===== src/rtl/serial_add_arbiter.sv =====
// Two-requester round-robin arbiter sharing one bit-serial full adder.
// Operands are added LSB-first, one bit per cycle; the result is published on completion.
module serial_add_arbiter #(
  parameter int WIDTH = 8
) (
  input  logic             clk,
  input  logic             rst,
  input  logic [1:0]       req,
  input  logic [WIDTH-1:0] a0,
  input  logic [WIDTH-1:0] b0,
  input  logic [WIDTH-1:0] a1,
  input  logic [WIDTH-1:0] b1,
  output logic [1:0]       grant,
  output logic             busy,
  output logic             done,
  output logic [WIDTH-1:0] sum,
  output logic             cout,
  output logic             done_id
);

  localparam int CW = (WIDTH > 2) ? $clog2(WIDTH) : 1;
  localparam logic [CW-1:0] LAST = CW'(WIDTH - 1);

  localparam logic [1:0] S_IDLE = 2'd0;
  localparam logic [1:0] S_RUN  = 2'd1;
  localparam logic [1:0] S_DONE = 2'd2;

  logic [1:0]       state_q, state_d;
  logic [1:0]       grant_q, grant_d;
  logic             ptr_q, ptr_d;
  logic             id_q, id_d;
  logic [WIDTH-1:0] a_q, a_d;
  logic [WIDTH-1:0] b_q, b_d;
  logic [WIDTH-1:0] res_q, res_d;
  logic             c_q, c_d;
  logic [CW-1:0]    cnt_q, cnt_d;
  logic [WIDTH-1:0] sum_q, sum_d;
  logic             cout_q, cout_d;
  logic             did_q, did_d;

  logic win;
  logic bit_a;
  logic bit_b;
  logic s_bit;
  logic c_nxt;

  // On a tie the requester not served last wins.
  assign win   = (req == 2'b11) ? ~ptr_q : req[1];
  assign bit_a = a_q[cnt_q];
  assign bit_b = b_q[cnt_q];
  assign s_bit = bit_a ^ bit_b ^ c_q;
  assign c_nxt = (bit_a & bit_b) | (bit_a & c_q) | (bit_b & c_q);

  always_comb begin
    state_d = state_q;
    grant_d = 2'b00;
    ptr_d   = ptr_q;
    id_d    = id_q;
    a_d     = a_q;
    b_d     = b_q;
    res_d   = res_q;
    c_d     = c_q;
    cnt_d   = cnt_q;
    sum_d   = sum_q;
    cout_d  = cout_q;
    did_d   = did_q;
    unique case (state_q)
      S_IDLE: begin
        if (req != 2'b00) begin
          state_d = S_RUN;
          grant_d = win ? 2'b10 : 2'b01;
          ptr_d   = win;
          id_d    = win;
          a_d     = win ? a1 : a0;
          b_d     = win ? b1 : b0;
          res_d   = '0;
          c_d     = 1'b0;
          cnt_d   = '0;
        end
      end
      S_RUN: begin
        res_d[cnt_q] = s_bit;
        c_d          = c_nxt;
        cnt_d        = cnt_q + CW'(1);
        // Partial sums stay internal; outputs change only here.
        if (cnt_q == LAST) begin
          state_d = S_DONE;
          cnt_d   = '0;
          sum_d   = res_d;
          cout_d  = c_nxt;
          did_d   = id_q;
        end
      end
      S_DONE: state_d = S_IDLE;
      default: state_d = S_IDLE;
    endcase
  end

  always_ff @(posedge clk or posedge rst) begin
    if (rst) begin
      state_q <= S_IDLE;
      grant_q <= 2'b00;
      ptr_q   <= 1'b1;
      id_q    <= 1'b0;
      a_q     <= '0;
      b_q     <= '0;
      res_q   <= '0;
      c_q     <= 1'b0;
      cnt_q   <= '0;
      sum_q   <= '0;
      cout_q  <= 1'b0;
      did_q   <= 1'b0;
    end else begin
      state_q <= state_d;
      grant_q <= grant_d;
      ptr_q   <= ptr_d;
      id_q    <= id_d;
      a_q     <= a_d;
      b_q     <= b_d;
      res_q   <= res_d;
      c_q     <= c_d;
      cnt_q   <= cnt_d;
      sum_q   <= sum_d;
      cout_q  <= cout_d;
      did_q   <= did_d;
    end
  end

  assign grant   = grant_q;
  assign busy    = (state_q != S_IDLE);
  assign done    = (state_q == S_DONE);
  assign sum     = sum_q;
  assign cout    = cout_q;
  assign done_id = did_q;

endmodule


===== config.mk =====
export PLATFORM = sky130hd
export DESIGN_NAME = serial_add_arbiter
export DESIGN_NICKNAME = d
export VERILOG_FILES = /design/src/rtl/serial_add_arbiter.sv
export SDC_FILE = /design/constraint.sdc
export NUM_CORES = 1
export LEC_CHECK = 0
export BUFFER_PORTS_ARGS = -buffer_cell sky130_fd_sc_hd__buf_2
export CAP_MARGIN = 20
export CORE_UTILIZATION = 45
export CTS_CLUSTER_DIAMETER = 200
export DETAILED_ROUTE_END_ITERATION = 8
export GPL_TIMING_DRIVEN = 0
export PLACE_DENSITY = 0.8
export SLEW_MARGIN = 25
export SYNTH_ARGS = -nofsm -noshare
export SYNTH_HDL_FRONTEND = slang
export SYNTH_SLANG_ARGS = --single-unit

===== constraint.sdc =====
create_clock -name clk -period 3.85 [get_ports clk]
set_clock_uncertainty 0.1 [all_clocks]
set_input_delay 1.155 -clock clk [delete_from_list [all_inputs] [get_ports clk]]
set_output_delay 1.155 -clock clk [all_outputs]
set_load 0.02 [all_outputs]

==> out/results.ini <==
[run_status]
run_status = complete, no violations

[final_layout]
antennaDiodeCount = 0
mostFrequentLayoutCells = buf_2 (54), dfrtp_1 (43), nand2_1 (35), o21ai_0 (35), mux2i_1 (19)
syn2layout_area_growth_pct = 18.77
utilization = 0.5731
multi_input_area_um2 = 940.9
layout.area.seq_mm2 = 0.001102
final_common_cell = buf_2
final_nets = 319
layout-drive-gt1-share = 0.2607
fill_cells = 397

[timing]
period_needed_ns = 2.951
setup_violations = 0
setup-tns-final_ns = 0
rsz0062_at_grt = no
max_freq_mhz = 338.9
final_hold_viol_count = 0
setup_slack_ns = 0.8994
drv_slew = 0
period_share = 0.7664
worst_pin_slew_ns = 0.6498
relSlewSlack = 0.5642

[routing]
wl_per_cell_um = 13.02
viasPerCell = 5.313
drcViolationCount = 0
drt_wl_total_um = 4322
vias = 1764
ant_nets = 0
first_pass_iters = 4
drtIter0Drc = 82

[clock_network]
cts_tree = done
cts.clk_slew.worst_paths_ns = 0.08
clock_sinks = 44
cts_made_buffers = 5
clk_latency_ns = 0.29
postCtsResizedCells = 0
h-tree-depth = 2
clockBufferDepth = 2
post_cts_buffers = 0
cts_root_buffer = clkbuf_8
cts_hold_buf = 0

[critical_path]
path_common_cell = buf_2
end_kind = flop
cp_top_family = compound AO/OA/AOI/OAI gates
arrival_ns = 3.04
critPathSlowestCell = fa_1
slowest_delay_ns = 0.48
worst-path-buf-inv = 3
worstSetupPathType = reg -> reg
crit_required_ns = 3.94
crit_fanout = 10
crit_path_start_kind = flop
crit_chain = buf_2, buf_2, a31oi_1, o21ai_0, a222oi_1, fa_1, clkbuf_1, nand2b_1, o41ai_1

[pwr]
ir_drop_v = 0.0003461
p_leak_nw = 1.246
power_density_mw_per_mm2 = 804.7

[worst_hold_path]
hold_path_class = reg -> reg

[logic_synthesis]
synthArstFlopShare = 1.000
ys_ff_latch = 44
netlist_area_mm2 = 0.002173
avgSynthCellArea_um2 = 9.746
syn-num-nets = 262
ys_seq_area_frac = 0.5072
synth.distinct_cells = 36
synth_edf_count = 0
synth_top_area_frac = 0.4951
synthTopCellsByArea = dfrtp_1 (50%), mux2i_1 (8.8%), o21ai_0 (8.1%), nand2_1 (6.0%), nor2_1 (2.2%)
synth_ff_type = dfrtp_1
syn_inst = 223
synth_top_area_cell = dfrtp_1
yosysWarnings = 0

[global_route]
antenna_found_initial = 0
grt_pass1_vias = 1643
use_met1 = 0.2234
grt_max_degree = 27
top_usage_layer = met2
grt_pass1_wl_um = 7286
grt_overflow = 0
grtUsageTotal = 0.1862
globalRouteMet3Util = 0.04923
grt_util_met2 = 0.3228

[floorplanning]
fp.dieW_um = 71.50
dieHeight_um = 71.50
core_mm2 = 0.004504
dieArea_mm2 = 0.005112
rows = 24
start_util = 0.4825
top_level_ports = 50

[placement]
place_ws_ns = 0.9047
io_buffers = 49
hpwlAfterDp_um = 3109
globalplace.congestion = 0.7854

[run]
maxCapViolations = 0

-- through the flow --
| step | std cells | area [µm²] | hold WS (ns) | power [mW] |
|---|---|---|---|---|
| 3_5_place_dp | 325 | 2504 | 0.3655 | 1.815 |
| 3_3_place_gp | 324 | 2484 | 0.3552 | 1.771 |
| 5_1_grt | 332 | 2581 | 0.3951 | 2.271 |
| 6_report | 332 | 2581 | 0.3727 | 2.077 |
| 2_1_floorplan | 223 | 2173 | 0.3420 | 1.534 |
| 4_1_cts | 332 | 2581 | 0.3837 | 2.088 |
-- synthesized netlist by cell type, drive strengths merged, types with 3 or more instances --
master and count:
a21oi 7, buf 9, clkbuf 5, dfrtp 43
inv 12, mux2i 19, nand2 35, nand3b 5
nor2 13, nor3b 3, o21ai 45, o22ai 3
-- flip-flops by register name, summed over array words and instances, names as in the netlist --
name	cells
state_q	2
res_q	8
b_q	8
sum	8
a_q	8
c_q	1
id_q	1
cout	1
cnt_q	3
done_id	1
ptr_q	1
grant	2
-- path summary, 6_finish.rpt --
check | from | end | slack, ns | cells after the start
setup / recovery | cnt_q[1] | res_q[0] | 0.90 | 9
hold / removal | sum[5] | sum[5] | 0.37 | 2
setup reg to reg | cnt_q[1] | res_q[0] | 0.90 | 9
hold reg to reg | sum[5] | sum[5] | 0.37 | 2
max in group asynchronous | rst | ptr_q | 2.36 | 3
min in group asynchronous | rst | a_q[7] | 0.74 | 2
-- worst reg2reg max path, stage by stage, from the launching register on --
cell,delay [ns]
dfrtp_1,0.39
buf_2,0.18
buf_2,0.21
a31oi_1,0.17
o21ai_0,0.10
a222oi_1,0.39
fa_1,0.48
clkbuf_1,0.22
nand2b_1,0.32
o41ai_1,0.29
-- layer usage --
metal	routed length, µm	vias to the layer above
met5	0	-
li1	-	884
met2	2094	49
met3	183	9
met1	1980	822
met4	63	0
-- logic make-up (layout without fill, tap and decap cells) --
family	Yosys count	count (layout)	synth area share
buf+inv	26	83	0.05987
fa+ha+maj	3	3	0.02072
simple gates	64	64	0.1330
flops	44	44	0.5072
compound gates	64	64	0.1658
mux	22	22	0.1134
-- final cells by class --
cell class	instances	area share
flip-flops and latches	44	0.4270
multi-input cells	153	0.3645
repair buffers	50	0.1028
plain buffers	14	0.03296
clock buffers	6	0.02811
well taps	52	0.02521
inverters	12	0.01745
clock inverters	1	0.001939
-- report_power, final --
part	leakage (nW)	internal, mW	switching, mW
Combinational	0.647	0.396	0.634
Clock	0.0410	0.124	0.154
Sequential	0.558	0.666	0.103
Power figures use the tool's default switching activity.
